$ cat config.mk
export PLATFORM = sky130hd
export DESIGN_NAME = sseg_scan_display
export DESIGN_NICKNAME = d
export VERILOG_FILES = /design/src/rtl/sseg_scan_display.sv
export SDC_FILE = /design/constraint.sdc
export NUM_CORES = 1
export LEC_CHECK = 0
export ABC_CLOCK_PERIOD_IN_PS = 2800
export CORE_MARGIN = 2
export CORE_UTILIZATION = 54
export CTS_CLUSTER_DIAMETER = 120
export DETAILED_ROUTE_END_ITERATION = 8
export HOLD_SLACK_MARGIN = 0.08
export PLACE_DENSITY = 0.8
export SLEW_MARGIN = 5
export SYNTH_ARGS = -nofsm -noshare
export SYNTH_HDL_FRONTEND = slang
export SYNTH_SLANG_ARGS = --single-unit
$ cat constraint.sdc
create_clock -name clk -period 2.8 [get_ports clk]
set_clock_uncertainty 0.05 [all_clocks]
set_input_delay 0.56 -clock clk [delete_from_list [all_inputs] [get_ports clk]]
set_output_delay 0.56 -clock clk [all_outputs]
set_load 0.02 [all_outputs]
$ cat src/rtl/sseg_scan_display.sv
// sseg_scan_display: captures a binary value, converts it to BCD with a
// shift-and-add-3 FSM and shows it on a multiplexed seven-segment display.
//
// Ports:
//   clk      - sole clock, rising edge
//   rst_n    - asynchronous active-low reset
//   ack      - db valid, sampled only on an input tick while idle
//   db       - unsigned binary value to display (DATA_W bits)
//   blank_lz - 1 = blank leading zero digits
//   sseg     - registered active-low segments, bit7 = DP, bits6..0 = g..a
//   en       - registered one-hot-low digit enable (DIGITS bits)
//   busy     - high while a conversion is in progress
`timescale 1ns/1ps
module sseg_scan_display #(
  parameter int unsigned DATA_W   = 10,
  parameter int unsigned DIGITS   = 6,
  parameter int unsigned IN_DIV   = 25500,
  parameter int unsigned SCAN_DIV = 60000,
  parameter int unsigned DP_POS   = 1
) (
  input  logic              clk,
  input  logic              rst_n,
  input  logic              ack,
  input  logic [DATA_W-1:0] db,
  input  logic              blank_lz,
  output logic [7:0]        sseg,
  output logic [DIGITS-1:0] en,
  output logic              busy
);

  function automatic longint unsigned pow10(input int unsigned n);
    longint unsigned r = 1;
    for (int unsigned i = 0; i < n; i++) r = r * 10;
    return r;
  endfunction

  localparam int unsigned     BCD_W   = 4 * DIGITS;
  localparam int unsigned     IN_CW   = (IN_DIV < 1) ? 1 : $clog2(IN_DIV + 1);
  localparam int unsigned     SC_CW   = (SCAN_DIV < 1) ? 1 : $clog2(SCAN_DIV + 1);
  localparam int unsigned     SH_CW   = $clog2(DATA_W + 1);
  localparam int unsigned     IDX_W   = $clog2(DIGITS);
  localparam longint unsigned MAX_VAL = pow10(DIGITS) - 1;

  typedef enum logic [1:0] {IDLE, SHIFT, DONE} state_t;

  state_t             state, state_nxt;
  logic [IN_CW-1:0]   in_cnt;
  logic [SC_CW-1:0]   sc_cnt;
  logic               in_tick, sc_tick;
  logic [DATA_W-1:0]  bin_sr;
  logic [BCD_W-1:0]   bcd_sr, bcd_adj, buf_bcd;
  logic [SH_CW-1:0]   sh_cnt;
  logic               ovf_pend, ovf;
  logic [IDX_W-1:0]   idx;
  logic [7:0]         seg_nxt;
  logic [DIGITS-1:0]  en_nxt;

  // Tick generators: free-running, wrap to 0 on the tick cycle.
  assign in_tick = (in_cnt == IN_CW'(IN_DIV));
  assign sc_tick = (sc_cnt == SC_CW'(SCAN_DIV));

  always_ff @(posedge clk or negedge rst_n) begin
    if (!rst_n) begin
      in_cnt <= '0;
      sc_cnt <= '0;
    end else begin
      in_cnt <= in_tick ? '0 : in_cnt + IN_CW'(1);
      sc_cnt <= sc_tick ? '0 : sc_cnt + SC_CW'(1);
    end
  end

  // Converter FSM
  always_ff @(posedge clk or negedge rst_n) begin
    if (!rst_n) state <= IDLE;
    else        state <= state_nxt;
  end

  always_comb begin
    state_nxt = state;
    case (state)
      IDLE:    if (in_tick && ack) state_nxt = SHIFT;
      SHIFT:   if (sh_cnt == SH_CW'(DATA_W - 1)) state_nxt = DONE;
      DONE:    state_nxt = IDLE;
      default: state_nxt = IDLE;
    endcase
  end

  assign busy = (state != IDLE);

  // Add-3 correction on every nibble before each shift.
  always_comb begin
    bcd_adj = '0;
    for (int unsigned d = 0; d < DIGITS; d++) begin
      if (bcd_sr[4*d +: 4] >= 4'd5) bcd_adj[4*d +: 4] = bcd_sr[4*d +: 4] + 4'd3;
      else                          bcd_adj[4*d +: 4] = bcd_sr[4*d +: 4];
    end
  end

  // Overflow is decided at capture time since the BCD register cannot hold
  // values beyond DIGITS decimal digits.
  always_ff @(posedge clk or negedge rst_n) begin
    if (!rst_n) begin
      bin_sr   <= '0;
      bcd_sr   <= '0;
      sh_cnt   <= '0;
      ovf_pend <= 1'b0;
      buf_bcd  <= '0;
      ovf      <= 1'b0;
    end else begin
      case (state)
        IDLE: if (in_tick && ack) begin
          bin_sr   <= db;
          bcd_sr   <= '0;
          sh_cnt   <= '0;
          ovf_pend <= (64'(db) > MAX_VAL);
        end
        SHIFT: begin
          {bcd_sr, bin_sr} <= {bcd_adj[BCD_W-2:0], bin_sr, 1'b0};
          sh_cnt           <= sh_cnt + SH_CW'(1);
        end
        DONE: begin
          buf_bcd <= bcd_sr;
          ovf     <= ovf_pend;
        end
        default: ;
      endcase
    end
  end

  // Digit pattern for the current scan index; registered only on a scan
  // tick so a buffer update can never tear a displayed digit.
  always_comb begin
    logic [3:0]  nib;
    logic        upper_zero;
    int unsigned idx_u;
    nib        = '0;
    upper_zero = 1'b1;
    idx_u      = 32'(idx);
    seg_nxt    = 8'hFF;
    for (int unsigned d = 0; d < DIGITS; d++) begin
      if (d == idx_u) nib = buf_bcd[4*d +: 4];
      if (d >= idx_u && buf_bcd[4*d +: 4] != 4'd0) upper_zero = 1'b0;
    end
    if (ovf) begin
      seg_nxt = 8'hBF;
    end else if (blank_lz && upper_zero && idx_u > DP_POS && idx_u != 0) begin
      seg_nxt = 8'hFF;
    end else begin
      case (nib)
        4'd0:    seg_nxt = 8'hC0;
        4'd1:    seg_nxt = 8'hF9;
        4'd2:    seg_nxt = 8'hA4;
        4'd3:    seg_nxt = 8'hB0;
        4'd4:    seg_nxt = 8'h99;
        4'd5:    seg_nxt = 8'h92;
        4'd6:    seg_nxt = 8'h82;
        4'd7:    seg_nxt = 8'hF8;
        4'd8:    seg_nxt = 8'h80;
        4'd9:    seg_nxt = 8'h90;
        default: seg_nxt = 8'hFF;
      endcase
      if (idx_u == DP_POS) seg_nxt[7] = 1'b0;
    end
    en_nxt = ~(DIGITS'(1) << idx);
  end

  always_ff @(posedge clk or negedge rst_n) begin
    if (!rst_n) begin
      sseg <= 8'hFF;
      en   <= '1;
      idx  <= '0;
    end else if (sc_tick) begin
      sseg <= seg_nxt;
      en   <= en_nxt;
      idx  <= (idx == IDX_W'(DIGITS - 1)) ? '0 : idx + IDX_W'(1);
    end
  end

endmodule

==> reports/summary.txt <==
Startpoint Class: flip-flop
Area contributors post-synth: dfrtp_1, dfstp_2, ha_1
WHS Path Cells: 2
CTS Sinks: 112
vias in the first global route: 4004
CP cell instances: inv_1 > ha_1 > nand3b_1 > a221o_1 > a32oi_2 > inv_1 > ha_1 > or3_1 > a31oi_1
Final ANT Viol Nets: 0
CP required: 3.05 ns
residual DRC count: 0
# setup viols final: 0
Seq/Total Area, Yosys: 0.498
CP endpoint kind: flip-flop
reg-to-reg slack, setup: 0.20 ns
P&R area growth vs syn: 11.2%
Core ar.: 10200 µm²
Crit Path Max Fanout: 7
Post-CTS Setup Bufs: 0
FFs w/ async S/R, synth: 1.00
number of synthesis warnings: 0
routed vias: 4142
Worst VDD drop: 0.000313 V
crit path DAT: 2.85 ns
CTS tree: built
Util after Layout: 0.615
IO Pins: 29
power density cells: 405 nW/µm²
initial core utilization: 0.553
initial antenna violation count: 0
global-route wire length before repair: 18.9 mm
syn avg cell area: 10.2 µm²
Crit-path slowest cell: dfrtp_1
post-DP HPWL: 7.66 mm
Tmin final: 2.60 ns
die height: 106 µm
Layout Nets: 624
HP Class: flip-flop to flip-flop
IO Port Bufs: 28
GRT overflow: 0
Crit Path Class: flip-flop to flip-flop
max incr delay on CP: 0.41 ns
Max Cap Violations: 0
total track usage: 0.206
total negative slack: 0 ns
max-slew violations: 0
cell area after synthesis: 5660 µm²
total wire length: 10.8 mm
clock buffer count from CTS: 9
Worst-Skew Late Latency: 0.38 ns
Final Hold Fails: 0
post-synth cell types: 57
Row Count: 37
Leakage: 2.88 nW
CTS root buf: clkbuf_8
Die Area: 11300 µm²
Tcrit/Tclk final: 0.928
top_reg_cell synth: dfrtp_1
fmax: 0.385 GHz
Worst path depth: 9
top cell type's share of synthesized area: 0.433
capturing point of the worst reg2reg path: sseg[3]
#FFs+latches synth: 112
# fillers: 834
Largest delay share family, worst path: compound AO/OA/AOI/OAI gates
largest net degree at the start of global routing: 50
GPL Wtd Cong: 0.922
slew margin rel.: 0.366
Mapped Cells: 556
TritonRoute pass-1 iters: 5
RSZ-0062 raised after global routing: no
top-count cell post-synth: dfrtp_1
hold path startpoint: en[3]
WHS Endpoint: en[3]
antenna diode count: 0
Worst Path Buf+Inv: 2
area leader, netlist: dfrtp_1
r2r startpoint: idx[0]
Clock Path Buffers: 2
Worst-Margin Slew: 0.951 ns
R2R depth: 9
Starting DRT DRC Count: 243
share of cells above drive strength 1: 0.134
Synth Net Count: 596
Post-synth top cells: dfrtp_1, nor2_1, nand2_1, inv_1, a21oi_1
status: finished, final reports clean
Reg clk slew, reported paths: 0.10 ns
Post-synth EDFFs: 0
Tot Pwr: 2.54 mW
Min Hold Slack: 0.424 ns
Die X: 106 µm
# H-tree levels: 3
routed len/inst: 14.9 µm
Via density: 5.71
per-layer routing:
layer | track usage | wire length (µm) | up-vias
li1 | - | - | 1991
met1 | 0.281 | 4960 | 2029
met2 | 0.339 | 5230 | 112
met3 | 0.0399 | 491 | 10
met4 | 0.0545 | 112 | 0
met5 | 0 | 0 | -
stage by stage:
step / std cells / instance area, µm² / setup WS, ns
after floorplan: 556 / 5660 / 0.171
after global placement: 708 / 6100 / 0.281
after detailed placement: 708 / 6100 / 0.195
after CTS: 725 / 6290 / 0.151
after global routing: 725 / 6290 / 0.0118
final: 725 / 6290 / 0.202
cell type report:
| type | instances | area (µm²) | area share |
|---|---|---|---|
| Tap cell | 136 | 170 | 0.0270 |
| Timing Repair Buffer | 43 | 405 | 0.0644 |
| Multi-Input combinational cell | 387 | 2610 | 0.414 |
| Clock inverter | 6 | 45.0 | 0.00716 |
| Sequential cell | 112 | 2820 | 0.448 |
| Inverter | 31 | 116 | 0.0185 |
| Clock buffer | 10 | 128 | 0.0203 |
state kept, by name, indices dropped and copies added (netlist names):
| name | cells |
|---|---|
| sseg | 8 |
| in_cnt | 15 |
| sh_cnt | 4 |
| state | 2 |
| sc_cnt | 16 |
| buf_bcd | 24 |
| idx | 3 |
| en | 6 |
| bin_sr | 10 |
| bcd_sr | 24 |
cell families (layout without fill, tap and decap cells):
| kind of cell | after synthesis | after routing | synth area share |
|---|---|---|---|
| muxes | 22 | 22 | 0.0436 |
| buffers and inverters | 57 | 90 | 0.0429 |
| adders and majority gates | 26 | 26 | 0.0575 |
| xor gates and xnor gates | 39 | 39 | 0.0604 |
| DFF | 112 | 112 | 0.498 |
| AOI/OAI and AO/OA | 121 | 121 | 0.142 |
| and+or+nand+nor | 179 | 179 | 0.156 |
tightest hold or removal path, cell delays in order (launching register included):
cell and delay, ns:
dfstp_2 0.38, inv_1 0.04, mux2i_1 0.06
timing repair:
action,4_1_cts,5_1_grt
gates resized for setup,0,2
endpoints found under the setup margin,0,1
endpoints found under the hold margin,15,0
hold buffers,1,0
layout by cell type, fill, tap and decap left out, types with 5 or more instances in the layout:
cell	n
a21oi_1	30
a31oi_1	18
a32o_1	6
and3_1	8
buf_4	14
clkbuf_8	9
clkdlybuf4s50_1	27
dfrtp_1	98
dfstp_2	14
ha_1	25
inv_1	31
mux2_2	21
nand2_1	48
nand2b_1	8
nand3_1	15
nor2_1	54
nor2b_1	5
nor3b_1	5
o21ai_0	25
o22ai_1	7
o31ai_1	7
o32ai_1	5
xnor2_1	22
xor2_1	17
power breakdown:
group,internal [mW],leakage (nW),total (mW),switching (mW)
sequential,1.62,1.38,1.62,0
clock,0.327,0.0789,0.870,0.543
combinational,0.0215,1.42,0.0573,0.0359
worst max-delay path by stage:
stage / startpoint / to / slack, ns
global route: idx[0] / sseg[3] / 0.01
global placement: idx[0] / sseg[3] / 0.28
detailed placement: idx[0] / sseg[3] / 0.19
finish: idx[0] / sseg[3] / 0.20
floorplan: idx[1] / sseg[3] / 0.17
CTS: idx[0] / sseg[3] / 0.15
(Power assumes the default switching activity.)
